==> config.mk <==
export PLATFORM = sky130hd
export DESIGN_NAME = fb_apply_sequencer
export DESIGN_NICKNAME = d
export VERILOG_FILES = /design/src/rtl/fb_apply_sequencer.sv
export SDC_FILE = /design/constraint.sdc
export NUM_CORES = 1
export LEC_CHECK = 0
export ABC_CLOCK_PERIOD_IN_PS = 1500
export CORE_UTILIZATION = 36
export CTS_CLUSTER_DIAMETER = 200
export DETAILED_ROUTE_END_ITERATION = 8
export PLACE_DENSITY_LB_ADDON = 0.15
export SETUP_SLACK_MARGIN = 0.15
export SLEW_MARGIN = 10
export SYNTH_ARGS = -nofsm -noshare
export SYNTH_HDL_FRONTEND = slang
export SYNTH_SLANG_ARGS = --single-unit
==> constraint.sdc <==
create_clock -name clk -period 1.5 [get_ports clk]
set_input_delay 0.45 -clock clk [delete_from_list [all_inputs] [get_ports clk]]
set_output_delay 0.45 -clock clk [all_outputs]
set_load 0.02 [all_outputs]
==> src/rtl/fb_apply_sequencer.sv <==
// rtl/fb_apply_sequencer.sv - drains the pipeline, pulses color/depth apply and waits for the applied handshake.
// Optional FB_SEQ_TIMEOUT_EN adds a WAIT_START timeout that sets a sticky error.
module fb_apply_sequencer #(
  parameter int CLEAR_WIDTH    = 16,
  parameter int TIMEOUT_CYCLES = 4
) (
  input  logic                   clk,
  input  logic                   reset,
  input  logic                   cmd_valid,
  output logic                   cmd_ready,
  input  logic                   cmd_commit,
  input  logic                   cmd_memset_color,
  input  logic                   cmd_memset_depth,
  input  logic [CLEAR_WIDTH-1:0] cmd_clear_color,
  input  logic [CLEAR_WIDTH-1:0] cmd_clear_depth,
  input  logic                   pipeline_idle,
  output logic                   pipeline_hold,
  output logic                   color_apply,
  output logic                   color_cmdCommit,
  output logic                   color_cmdMemset,
  input  logic                   color_applied,
  output logic                   depth_apply,
  output logic                   depth_cmdMemset,
  input  logic                   depth_applied,
  output logic [CLEAR_WIDTH-1:0] color_clear,
  output logic [CLEAR_WIDTH-1:0] depth_clear,
  output logic                   busy,
  output logic                   done,
  output logic                   error
);

  typedef enum logic [2:0] {IDLE, DRAIN, ISSUE, WAIT_START, WAIT_DONE} state_t;

  state_t                 state_q;
  logic                   commit_q, mset_color_q, mset_depth_q;
  logic [CLEAR_WIDTH-1:0] color_clear_q, depth_clear_q;
  logic                   color_apply_q, depth_apply_q, done_q;
  logic                   color_started_q, depth_started_q;
  logic                   color_done_q, depth_done_q;
  logic                   need_color, need_depth, start_ok, done_ok;
`ifdef FB_SEQ_TIMEOUT_EN
  logic [15:0]            to_cnt_q;
  logic                   error_q;
`endif

  assign need_color = commit_q | mset_color_q;
  assign need_depth = mset_depth_q;

  // Per-buffer latches let each buffer complete its phase in a different cycle.
  assign start_ok = (!need_color || color_started_q || !color_applied) &&
                    (!need_depth || depth_started_q || !depth_applied);
  assign done_ok  = (!need_color || color_done_q || color_applied) &&
                    (!need_depth || depth_done_q || depth_applied);

  always_ff @(posedge clk) begin
    if (reset) begin
      state_q         <= IDLE;
      commit_q        <= 1'b0;
      mset_color_q    <= 1'b0;
      mset_depth_q    <= 1'b0;
      color_clear_q   <= '0;
      depth_clear_q   <= '0;
      color_apply_q   <= 1'b0;
      depth_apply_q   <= 1'b0;
      done_q          <= 1'b0;
      color_started_q <= 1'b0;
      depth_started_q <= 1'b0;
      color_done_q    <= 1'b0;
      depth_done_q    <= 1'b0;
`ifdef FB_SEQ_TIMEOUT_EN
      to_cnt_q        <= '0;
      error_q         <= 1'b0;
`endif
    end else begin
      color_apply_q <= 1'b0;
      depth_apply_q <= 1'b0;
      done_q        <= 1'b0;
      case (state_q)
        IDLE: begin
          if (cmd_valid) begin
            commit_q      <= cmd_commit;
            mset_color_q  <= cmd_memset_color;
            mset_depth_q  <= cmd_memset_depth;
            color_clear_q <= cmd_clear_color;
            depth_clear_q <= cmd_clear_depth;
            // A command with no work completes straight from IDLE.
            if (cmd_commit || cmd_memset_color || cmd_memset_depth) state_q <= DRAIN;
            else done_q <= 1'b1;
          end
        end
        DRAIN: begin
          if (pipeline_idle) begin
            state_q         <= ISSUE;
            color_apply_q   <= need_color;
            depth_apply_q   <= need_depth;
            color_started_q <= 1'b0;
            depth_started_q <= 1'b0;
            color_done_q    <= 1'b0;
            depth_done_q    <= 1'b0;
`ifdef FB_SEQ_TIMEOUT_EN
            to_cnt_q        <= '0;
`endif
          end
        end
        ISSUE: state_q <= WAIT_START;
        WAIT_START: begin
          if (need_color && !color_applied) color_started_q <= 1'b1;
          if (need_depth && !depth_applied) depth_started_q <= 1'b1;
          if (start_ok) begin
            state_q <= WAIT_DONE;
`ifdef FB_SEQ_TIMEOUT_EN
          end else if (to_cnt_q == 16'(TIMEOUT_CYCLES - 1)) begin
            error_q      <= 1'b1;
            done_q       <= 1'b1;
            state_q      <= IDLE;
            commit_q     <= 1'b0;
            mset_color_q <= 1'b0;
            mset_depth_q <= 1'b0;
          end else begin
            to_cnt_q <= to_cnt_q + 16'd1;
`endif
          end
        end
        WAIT_DONE: begin
          if (need_color && color_applied) color_done_q <= 1'b1;
          if (need_depth && depth_applied) depth_done_q <= 1'b1;
          if (done_ok) begin
            done_q       <= 1'b1;
            state_q      <= IDLE;
            commit_q     <= 1'b0;
            mset_color_q <= 1'b0;
            mset_depth_q <= 1'b0;
          end
        end
        default: state_q <= IDLE;
      endcase
    end
  end

  assign cmd_ready       = (state_q == IDLE);
  assign busy            = (state_q != IDLE);
  assign pipeline_hold   = busy;
  assign color_apply     = color_apply_q;
  assign depth_apply     = depth_apply_q;
  assign color_cmdCommit = commit_q;
  assign color_cmdMemset = mset_color_q;
  assign depth_cmdMemset = mset_depth_q;
  assign color_clear     = color_clear_q;
  assign depth_clear     = depth_clear_q;
  assign done            = done_q;
`ifdef FB_SEQ_TIMEOUT_EN
  assign error           = error_q;
`else
  assign error           = 1'b0;
`endif

endmodule

### After elaboration in Yosys (flattened, before gate mapping)

Index checks and enable logic that the tools add are counted.

* input port bits: 41
* register bits after elaboration: 45
* logic and storage cells: 88
* output and inout bits: 42

* bitwise operators: 3
* reduce and logical (&&, ||, !) cells: 33
* muxes and demuxes: 26
* eq/ne operators: 13

Operator list (count)
* inequality test 2 bit, second input constant: 8
* one-hot mux 1 bit (2 select lines): 8
* 2-to-1 mux 3 bit: 5
* one-hot mux 3 bit (5 select lines): 1
* AND reduction 3 bit: 5
* 2-to-1 mux 1 bit: 12
* logical OR 1 bit: 10
* equality test 3 x 2 -> 1 bit, second input constant: 2
* logical AND 1 bit: 6
* nonzero test 2 bit: 3
* AND reduction 5 bit: 1
* zero test 1 bit: 4
* equality test 3 x 1 -> 1 bit, second input constant: 1
* equality test 3 bit, second input constant: 1
* zero test 3 bit: 1
* nonzero test 3 bit: 1
* OR reduction 3 bit: 1
* inequality test 2 x 1 -> 1 bit, second input constant: 1
* NOT 1 bit: 2
* AND reduction 2 bit: 1
* bitwise OR 1 bit: 1

### Depth between registers and ports, before layout

* depth in word-level cells: 7
* gate-level depth with buffers: 7
* gate-level depth less buffers: 4

### Worst setup path before layout

No wires, ideal clock.

* kind: register to output
* start: reg state_q[2]
* end: out pipeline_hold
* data arrival time: 1.137 ns
* path slack: -0.087 ns
* stages on the path, launching flop included: 5
* buffers on the path: 2
* data required time: 1.050 ns
* path through: dfxtp_1 > buf_6 > nor3_4 > inv_1 > buf_4

* longest elaborated chain between the ends: 1

RTL lines
* from (decl): RTL line 34 `state_t state_q;`
* from (signal assigned): RTL line 57 `state_q <= IDLE;`
* from (signal assigned): RTL line 87 `if (cmd_commit || cmd_memset_color || cmd_memset_depth) state_q <= DRAIN;`
* from (signal assigned): RTL line 93 `state_q <= ISSUE;`
* nonzero test 3 bit: RTL line 141 `assign busy = (state_q != IDLE);`
* to (decl): RTL line 17 `output logic pipeline_hold,`

Every way passes these cells.

### Worst setup path after layout

* start: reg state_q[0]
* end: reg depth_clear_q[7] (netlist: depth_clear[7])

* longest elaborated chain between the ends: 2

RTL lines
* zero test 3 bit: RTL line 78 `case (state_q)`
* AND reduction 2 bit (no source line)
* to (signal assigned): RTL line 85 `depth_clear_q <= cmd_clear_depth;`
* to (decl): RTL line 36 `logic [CLEAR_WIDTH-1:0] color_clear_q, depth_clear_q;`

Every way passes these cells.
A chain may end at the register's enable or synchronous reset.

==> results.sh <==
export IMPL_insertedDiodeCount=0
export IMPL_violations="negative setup slack"
export IMPL_syn2layout_area_growth_pct=84.5
export IMPL_power_density_nw_per_um2=1300
export IMPL_post_place_ws_ps=-527
export IMPL_synthesis_instances=216
export IMPL_die_width_um=72.1
export IMPL_hold_worst_slack_ps=455
export IMPL_ios=83
export IMPL_ctsHtreeMaxLevel=2
export IMPL_status="complete, but fails checks"
export IMPL_synthesis_area_um2=1770
export IMPL_ir_drop_mv=0.836
export IMPL_start_util_pct=37.5
export IMPL_firstDrtPassIters=4
export IMPL_synth_seq_cells=45
export IMPL_r2r_slack_ps=-50
export IMPL_seq_area_frac_synth_pct=50.9
export IMPL_required_ps=1690
export IMPL_vias=1878
export IMPL_fin_crit_ps=1550
export IMPL_vias_per_cell=4.79
export IMPL_rr_worst_depth=9
export IMPL_clockRootBuffer="clkbuf_8"
export IMPL_final_nets=365
export IMPL_grt_pass1_vias=1707
export IMPL_critical_path_max_fanout=7
export IMPL_numCtsBuffers=5
export IMPL_worstReg2RegEnd="depth_clear[7]"
export IMPL_drtAntennaViolNets=0
export IMPL_hold_viol=0
export IMPL_fmax_mhz=647
export IMPL_yosys_warnings=0
export IMPL_power_leakage_nw=1.38
export IMPL_overflow=0
export IMPL_grt_total_usage_pct=19.8
export IMPL_finClkSkew_ps=5.60
export IMPL_crit_arrival_ps=1730
export IMPL_cts_tree="yes"
export IMPL_worstSetupEndpoint="depth_clear[7]"
export IMPL_crit_type="register to register"
export IMPL_layout_setup_ws_ps=-45.6
export IMPL_antenna_found_initial=0
export IMPL_drive_above_1_share_pct=44.9
export IMPL_synth_nets=257
export IMPL_wl_per_cell_um=13.3
export IMPL_slew_violations=0
export IMPL_grt_max_degree=27
export IMPL_syn_mean_instance_area_um2=8.20
export IMPL_dp_hpwl_mm=3.13
export IMPL_io_buffers=81
export IMPL_rsz0062_at_grt="yes"
export IMPL_clockBufferDepth=2
export IMPL_core_area_um2=4720
export IMPL_ys_types=32
export IMPL_hp_class="register to register"
export IMPL_place_gp_congestion=0.845
export IMPL_grt_pass1_wl_mm=8.09
export IMPL_post_route_period_util_pct=103
export IMPL_initialDrtViolationCount=80
export IMPL_die_height_um=72.1
export IMPL_r2r_start="state_q[0]"
export IMPL_drc=0
export IMPL_start_kind="register"
export IMPL_clk_pin_slew_ps=90
export IMPL_dieArea_um2=5200
export IMPL_cts_sinks=45
export IMPL_setup_violations=14
export IMPL_cap_violations=0
export IMPL_totalWireLength_mm=5.21
export IMPL_crit_path_end_kind="register"
export IMPL_critPathLaunch="state_q[0]"
export IMPL_fp_row_count=25
export IMPL_insertion_delay_ps=290
critical path, cell delays in order (launching register included):
cell and delay (ps):
dfxtp_2 340, nor3_4 240, buf_4 150, buf_6 90, buf_6 100, nand2_8 110
buf_12 160, buf_16 140, nand2_2 60, a21oi_2 50
cells by family (layout without fill, tap and decap cells):
group | Yosys count | after routing | synth area share [%]
mux | 2 | 2 | 1.20
buf+inv | 18 | 127 | 6.78
other cells | 1 | 1 | 0.212
flops | 45 | 45 | 50.9
xor+xnor | 1 | 1 | 0.495
compound gates | 54 | 54 | 17.6
simple gates | 95 | 95 | 22.8
Yosys cell counts, drive strengths merged:
library cell   n  share of area [%]
a21oi         37                 10
a22oi          1               0.42
a2bb2oi        1               0.49
and2           1               0.35
buf           10                5.1
clkbuf         7                1.5
conb           1               0.21
dfxtp         45                 51
inv            1               0.21
mux2           1               0.64
mux2i          1               0.57
nand2         72                 15
nand2b         2               0.71
nand3b         2               0.85
nor2           8                1.7
nor2b          1               0.35
nor3           5                2.0
nor4           2               0.71
nor4b          1               0.49
o211ai         3                1.3
o21a           2               0.85
o21ai          4                1.1
o221ai         1               0.49
o22a           2               0.99
o31ai          1               0.42
o32a           1               0.57
o32ai          1               0.49
or3            1               0.35
xnor2          1               0.49
layout by cell type (no fill, tap or decap), types with 6 or more instances in the layout:
cell type / n
a21oi_1: 26
a21oi_2: 11
buf_12: 6
buf_16: 7
buf_2: 36
buf_4: 18
buf_6: 6
clkbuf_8: 6
clkdlybuf4s50_1: 36
dfxtp_1: 39
nand2_1: 42
nand2_2: 20
nand2_4: 9
nor2_1: 7
area by class of cell:
cell class / count / area (um2)
clock buffer: 6 / 82.6
clock inverter: 2 / 37.5
fill: 389 / 1460
inverter: 1 / 3.75
multi-input combinational: 153 / 985
sequential: 45 / 913
tap: 67 / 83.8
timing repair buffer: 118 / 1160
how the worst min path moves through the flow:
| stage | slack, ps | cells past startpoint | end | from |
|---|---|---|---|---|
| floorplan | 450 | 2 | color_started_q | color_started_q |
| global placement | 440 | 2 | depth_clear[6] | depth_clear[6] |
| detailed placement | 450 | 2 | color_clear[12] | color_clear[12] |
| CTS | 460 | 2 | depth_clear[14] | depth_clear[14] |
| global route | 470 | 2 | color_clear[12] | color_clear[12] |
| finish | 450 | 2 | color_clear[7] | color_clear[7] |
flip-flops by register name, summed over array words and instances, names as in the netlist:
name and count:
depth_apply 1, color_clear 16, state_q 3, depth_started_q 1, color_cmdCommit 1, color_cmdMemset 1, depth_cmdMemset 1, done 1
color_apply 1, depth_clear 16, depth_done_q 1, color_started_q 1, color_done_q 1
layer usage:
metal  vias up  GRT usage, %  share of wire [%]
li1        933             -                  -
met1       883          24.2                 44
met2        54          33.1                 50
met3         8          5.42                5.0
met4         0          7.41                1.6
met5         -             0                  0
per-stage QoR:
stage	setup TNS, ps	cells	cell area, um2	utilization, %	power [mW]
3_5_place_dp	-7750	366	2730	57.8	2.69
6_report	-329	392	3270	69.1	4.26
2_1_floorplan	-9.79	216	1780	-	2.14
4_1_cts	-230	390	3270	69.2	4.21
3_3_place_gp	-7220	366	2730	57.8	2.69
5_1_grt	-2720	392	3270	69.1	4.48
timing repair:
item                       4_1_cts  5_1_grt
hold buffers                     0        0
setup endpoints to repair       80       62
pin swaps                       17       18
resized for setup              215       43
gates cloned                     7        1
setup buffers                    9        1
where the power goes:
part,switching (mW),internal (mW)
Combinational,0.884,1.01
Clock,0.406,0.542
Sequential,0.0872,1.33
(Power assumes the default switching activity.)
